### src/rtl/pc_unit.sv
`default_nettype none
// ============================================================================
//  Module   : pc_unit
//  Purpose  : Program-counter unit. Holds the fetch PC, selects the next PC
//             by priority (reset > exception > interrupt > eret > redirect >
//             stall > sequential step), tracks kernel mode and the saved
//             exception PC, and offers the PC to instruction memory through a
//             valid/ready handshake.
//  Ports    : clk, reset             - clock, synchronous active-high reset
//             stall_i                - hold PC (pipeline hazard)
//             redirect_valid_i/pc_i  - taken branch/jump and its target
//             exc_i, exc_epc_i       - synchronous exception and faulting PC
//             irq_i                  - level interrupt request
//             eret_i                 - return from handler
//             fetch_ready_i          - memory accepts pc_o
//             pc_o, pc_plus_o        - fetch PC and fetch PC + STEP
//             fetch_valid_o          - pc_o is a valid fetch request
//             epc_o, kernel_o        - saved exception PC, handler mode
//             cause_o, trap_o        - trap cause, one-cycle trap-entry pulse
//  Revision : 1.0 - initial release
// ============================================================================
module pc_unit #(
  parameter int unsigned      WIDTH     = 32,
  parameter int unsigned      STEP      = 4,
  parameter logic [WIDTH-1:0] RESET_VEC = WIDTH'(32'h0000_0000),
  parameter logic [WIDTH-1:0] EXC_VEC   = WIDTH'(32'h8000_0004),
  parameter logic [WIDTH-1:0] IRQ_VEC   = WIDTH'(32'h8000_0008)
) (
  input  logic             clk,
  input  logic             reset,
  input  logic             stall_i,
  input  logic             redirect_valid_i,
  input  logic [WIDTH-1:0] redirect_pc_i,
  input  logic             exc_i,
  input  logic [WIDTH-1:0] exc_epc_i,
  input  logic             irq_i,
  input  logic             eret_i,
  input  logic             fetch_ready_i,
  output logic [WIDTH-1:0] pc_o,
  output logic [WIDTH-1:0] pc_plus_o,
  output logic             fetch_valid_o,
  output logic [WIDTH-1:0] epc_o,
  output logic             kernel_o,
  output logic [1:0]       cause_o,
  output logic             trap_o
);

  typedef enum logic [0:0] {
    ST_BOOT = 1'b0,
    ST_RUN  = 1'b1
  } state_t;

  localparam logic [WIDTH-1:0] C_STEP = WIDTH'(STEP);
  // Low address bits that must be zero for an aligned redirect target.
  localparam logic [WIDTH-1:0] C_MASK = WIDTH'(STEP - 1);

  localparam logic [1:0] C_CAUSE_NONE = 2'd0;
  localparam logic [1:0] C_CAUSE_EXC  = 2'd1;
  localparam logic [1:0] C_CAUSE_IRQ  = 2'd2;
  localparam logic [1:0] C_CAUSE_MIS  = 2'd3;

  state_t           state_q, state_d;
  logic [WIDTH-1:0] pc_q, pc_d;
  logic [WIDTH-1:0] epc_q, epc_d;
  logic             kernel_q, kernel_d;
  logic [1:0]       cause_q, cause_d;
  logic             trap_q, trap_d;
  logic             valid_q, valid_d;
  logic [WIDTH-1:0] pc_plus_w;
  logic             misaligned_w;

  assign pc_plus_w    = pc_q + C_STEP;
  assign misaligned_w = (redirect_pc_i & C_MASK) != '0;

  always_comb begin
    state_d  = state_q;
    pc_d     = pc_q;
    epc_d    = epc_q;
    kernel_d = kernel_q;
    cause_d  = cause_q;
    trap_d   = 1'b0;
    valid_d  = valid_q;

    case (state_q)
      ST_BOOT: begin
        // One quiet cycle after reset: PC held, every request ignored.
        state_d = ST_RUN;
        valid_d = 1'b1;
      end
      default: begin
        valid_d = 1'b1;
        if (exc_i) begin
          pc_d     = EXC_VEC;
          epc_d    = exc_epc_i;
          kernel_d = 1'b1;
          cause_d  = C_CAUSE_EXC;
          trap_d   = 1'b1;
        end else if (irq_i && !kernel_q) begin
          pc_d     = IRQ_VEC;
          epc_d    = pc_q;
          kernel_d = 1'b1;
          cause_d  = C_CAUSE_IRQ;
          trap_d   = 1'b1;
        end else if (eret_i && kernel_q) begin
          pc_d     = epc_q;
          kernel_d = 1'b0;
          cause_d  = C_CAUSE_NONE;
        end else if (redirect_valid_i) begin
          if (misaligned_w) begin
            // The faulting point is the current fetch PC, not the bad target.
            pc_d     = EXC_VEC;
            epc_d    = pc_q;
            kernel_d = 1'b1;
            cause_d  = C_CAUSE_MIS;
            trap_d   = 1'b1;
          end else begin
            pc_d = redirect_pc_i;
          end
        end else if (stall_i) begin
          pc_d = pc_q;
        end else if (fetch_ready_i) begin
          // Handshake completes (valid is high in RUN); wraps silently.
          pc_d = pc_plus_w;
        end
      end
    endcase
  end

  always_ff @(posedge clk) begin
    if (reset) begin
      state_q  <= ST_BOOT;
      pc_q     <= RESET_VEC;
      epc_q    <= '0;
      kernel_q <= 1'b0;
      cause_q  <= C_CAUSE_NONE;
      trap_q   <= 1'b0;
      valid_q  <= 1'b0;
    end else begin
      state_q  <= state_d;
      pc_q     <= pc_d;
      epc_q    <= epc_d;
      kernel_q <= kernel_d;
      cause_q  <= cause_d;
      trap_q   <= trap_d;
      valid_q  <= valid_d;
    end
  end

  assign pc_o          = pc_q;
  assign pc_plus_o     = pc_plus_w;
  assign fetch_valid_o = valid_q;
  assign epc_o         = epc_q;
  assign kernel_o      = kernel_q;
  assign cause_o       = cause_q;
  assign trap_o        = trap_q;

endmodule
`default_nettype wire

### config.mk
export PLATFORM = sky130hd
export DESIGN_NAME = pc_unit
export DESIGN_NICKNAME = d
export VERILOG_FILES = /design/src/rtl/pc_unit.sv
export SDC_FILE = /design/constraint.sdc
export NUM_CORES = 1
export LEC_CHECK = 0
export CORE_UTILIZATION = 44
export DETAILED_ROUTE_END_ITERATION = 7
export HOLD_SLACK_MARGIN = 0.03
export MAX_ROUTING_LAYER = met4
export PLACE_DENSITY_LB_ADDON = 0.25
export SLEW_MARGIN = 20
export SYNTH_ARGS = -nofsm -noshare
export SYNTH_HDL_FRONTEND = slang
export SYNTH_SLANG_ARGS = --single-unit
export TNS_END_PERCENT = 1
### constraint.sdc
create_clock -name clk -period 3 [get_ports clk]
set_input_delay 0.45 -clock clk [delete_from_list [all_inputs] [get_ports clk]]
set_output_delay 0.45 -clock clk [all_outputs]
set_load 0.03 [all_outputs]
==> results.sh <==
export IMPL_p_sw_mw=0.800
export IMPL_required_ns=2.55
export IMPL_r2r_end="pc_o[24]$_SDFFE_PP0P_"
export IMPL_period_needed_ns=2.90
export IMPL_arrival_ns=2.45
export IMPL_io_buffers=172
export IMPL_grt_setup_unrepaired="false"
export IMPL_path_class="reg2out"
export IMPL_synthMuxAreaShare_pct=10.4
export IMPL_hold_viol_final=0
export IMPL_fmax_mhz=344
export IMPL_ys_flop_type="dfxtp_1"
export IMPL_synth_area_leader_cell="dfxtp_1"
export IMPL_cp_startpoint="pc_o[3]$_SDFFE_PP0P_"
export IMPL_synth_warnings=0
export IMPL_worst_path_max_fanout=7
export IMPL_dp_hpwl_um=11700
export IMPL_cp_slowest_stage_delay_ns=0.45
export IMPL_vdd_ir_drop_max_v=0.000250
export IMPL_crit_path_end_kind="output port"
export IMPL_timing_worst_slew_pin_value_ns=1.02
export IMPL_synth_edff_count=0
export IMPL_synthDistinctLibCells=65
export IMPL_crit_buf_inv=1
export IMPL_instances_no_fill=810
export IMPL_grt_pass1_wl_um=25500
export IMPL_endpoint="pc_plus_o[20]"
export IMPL_antenna_found_initial=0
export IMPL_syn_num_nets=580
export IMPL_syn_avg_cell_area_um2=8.39
export IMPL_syn2layout_area_growth_pct=49.2
export IMPL_netlist_area_mm2=0.00425
export IMPL_synth_xor_area_share_pct=5.15
export IMPL_ctsHoldBuffers=0
export IMPL_initial_core_util_pct=45.8
export IMPL_pwr_share_clk_pct=29.8
export IMPL_drv_cap=0
export IMPL_synthAdderAreaFrac_pct=0.294
export IMPL_cts_tree="done"
export IMPL_synth_top_family_by_area="compound AO/OA/AOI/OAI gates"
export IMPL_grt_total_usage_pct=33.6
export IMPL_yosys_area_share_simple_pct=18.6
export IMPL_grt_max_degree=34
export IMPL_cts_sinks=69
export IMPL_crit_slowest_cell="dfxtp_1"
export IMPL_die_w_um=100
export IMPL_core_area_mm2=0.00928
export IMPL_nFillCells=803
export IMPL_clock_path_buffers=2
export IMPL_max_slew_margin_rel_pct=32.2
export IMPL_ys_seq_elements=69
export IMPL_hold_class="reg2reg"
export IMPL_io_pins=173
export IMPL_drt_iter0_markers=257
export IMPL_placed_cells=794
export IMPL_clock_skew_ns=0.00919
export IMPL_dpl_cell_area_mm2=0.00618
export IMPL_vias=4838
export IMPL_intPower_mw=1.58
export IMPL_clkTransAtPathRegs_ns=0.08
export IMPL_setup_tns_ns=0
export IMPL_outcome="complete, no violations"
export IMPL_startpoint_type="flop"
export IMPL_numCtsBuffers=9
export IMPL_wl_per_cell_um=20.0
export IMPL_power_density_mw_per_mm2=376
export IMPL_drv_slew=0
export IMPL_drc=0
export IMPL_layout_nets=749
export IMPL_r2r_cells=6
export IMPL_die_h_um=100
export IMPL_final_setup_viol_count=0
export IMPL_antenna_cells=0
export IMPL_path_delay_family="simple AND/OR/NAND/NOR gates"
export IMPL_clk_insertion_delay_late_ns=0.35
export IMPL_htree_levels=3
export IMPL_first_global_vias=4818
export IMPL_synth_compound_area_share_pct=26.8
export IMPL_p_sw_share_pct=33.6
export IMPL_layout_drive_gt1_share_pct=12.8
export IMPL_yosysSeqAreaShare_pct=32.5
export IMPL_clock_root_buffer="clkbuf_8"
export IMPL_r2r_slack_ns=0.69
export IMPL_worstPathCellList="ha_1, and4_1, nand3_4, o31a_2, or2_2, dlygate4sd2_1"
export IMPL_combPwrFrac_pct=27.4
export IMPL_fin_util_pct=68.3
export IMPL_path_depth=6
export IMPL_row_count=35
export IMPL_dr_pass1_iters=5
export IMPL_routed_via_density=5.97
export IMPL_yosys_top_cells_area="dfxtp_1 (32%), mux2i_1 (9.9%), a211oi_1 (6.0%)"
export IMPL_seqPwrFrac_pct=42.8
export IMPL_ant_nets=0
export IMPL_p_leak_nw=2.43
export IMPL_post_cts_buffers=0
export IMPL_synth_top_area_share_pct=32.5
export IMPL_grt_overflow=0
export IMPL_async_flop_share_pct=0
export IMPL_fin_crit_sh_pct=96.8
export IMPL_gp_congestion=0.926
export IMPL_r2r_start="pc_o[3]$_SDFFE_PP0P_"
export IMPL_die_area_mm2=0.0101
export IMPL_finalPower_mw=2.38
export IMPL_routed_wl_um=16200
export IMPL_final_area_mm2=0.00634
export IMPL_synth_cells=507
==> worst min-delay path, stage by stage (launching register included) <==
cell	delay [ns]
dfxtp_1	0.34
nand2_1	0.07
a21oi_1	0.06
==> sequential cells by signal (all words and copies together) (netlist names) <==
signal / count
trap_o: 1
epc_o: 32
cause_o: 2
fetch_valid_o: 1
kernel_o: 1
pc_o: 32
==> per-layer routing <==
layer / share of wire, % / up-vias / global-route usage, % / routed length, µm
met4: 2.4 / 0 / 13.4 / 382
met1: 45 / 2265 / 44.9 / 7210
met2: 45 / 274 / 51.1 / 7350
met3: 7.8 / 42 / 4.67 / 1260
met5: 0 / - / - / 0
li1: - / 2257 / - / -
==> stage by stage <==
step | hold WS, ns | setup WS, ns
finish | 0.506 | 0.0964
global route | 0.533 | 0.0104
detailed placement | 0.505 | 0.198
global placement | 0.469 | 0.282
CTS | 0.516 | 0.0309
floorplan | 0.597 | 0.251
==> placed cells by master (no fill, tap or decap), types with 6 or more instances in the layout <==
cell | synthesis | final
nand2b_1 | 6 | 6
buf_4 | 5 | 45
a22oi_1 | 19 | 19
a21oi_1 | 46 | 46
and2_1 | 6 | 6
o22ai_1 | 14 | 14
inv_1 | 7 | 7
a211oi_1 | 34 | 34
dfxtp_1 | 69 | 68
nand3_1 | 16 | 16
nor3_1 | 7 | 7
clkbuf_8 | 0 | 10
nand2_1 | 26 | 26
clkdlybuf4s50_1 | 0 | 149
o21ai_0 | 20 | 20
nand4_1 | 16 | 16
nor2_1 | 26 | 26
mux2i_1 | 42 | 42
xnor2_1 | 20 | 20
dlygate4sd2_1 | 0 | 8
==> how the worst min path moves through the flow <==
stage | startpoint | to | slack (ns) | depth (start not counted)
6_report | pc_o[1]$_SDFFE_PP0P_ | pc_o[1]$_SDFFE_PP0P_ | 0.51 | 2
5_1_grt | pc_o[0]$_SDFFE_PP0P_ | pc_o[0]$_SDFFE_PP0P_ | 0.53 | 2
4_1_cts | pc_o[1]$_SDFFE_PP0P_ | pc_o[1]$_SDFFE_PP0P_ | 0.52 | 2
3_5_place_dp | pc_o[1]$_SDFFE_PP0P_ | pc_o[1]$_SDFFE_PP0P_ | 0.50 | 2
3_3_place_gp | pc_o[0]$_SDFFE_PP0P_ | pc_o[0]$_SDFFE_PP0P_ | 0.47 | 2
2_1_floorplan | pc_o[0]$_SDFFE_PP0P_ | pc_o[0]$_SDFFE_PP0P_ | 0.60 | 2
==> area by class of cell <==
class                   count  area (µm²)  area share, %
clock buffers              11         141           2.23
clock inverters             5        36.3          0.572
inverters                   7        26.3          0.414
multi-input cells         380        2610           41.1
flip-flops and latches     69        1380           21.8
well taps                 129         161           2.54
repair buffers            209        1990           31.3
==> cells in the mapped netlist, drive strengths merged (14+ instances only) <==
| library cell | n |
|---|---|
| a211oi | 34 |
| a21oi | 46 |
| a22oi | 19 |
| buf | 20 |
| clkbuf | 31 |
| dfxtp | 69 |
| mux2i | 42 |
| nand2 | 26 |
| nand3 | 17 |
| nand4 | 17 |
| nor2 | 26 |
| o21ai | 20 |
| o22ai | 14 |
| xnor2 | 20 |
==> power groups by stage <==
stage	Combinational, mW	Sequential (mW)	Clock (mW)
detailed placement	0.647	1.04	0
finish	0.652	1.02	0.711
global placement	0.640	1.04	0
global route	0.688	1.03	0.753
CTS	0.648	1.02	0.709
floorplan	0.248	1.12	0
==> kinds of logic (layout without fill, tap and decap cells) <==
group	after synthesis	after routing
AOI/OAI and AO/OA	171	171
xor gates and xnor gates	25	25
adders and majority gates	1	1
buffers and inverters	58	232
DFF	69	69
muxes	44	44
and+or+nand+nor	139	139
==> what timing repair did <==
action,in CTS,in global routing
pin swaps,0,0
resized for setup,9,3
endpoints found under the setup margin,9,2
No activity file was read; power rests on OpenSTA's default activity.
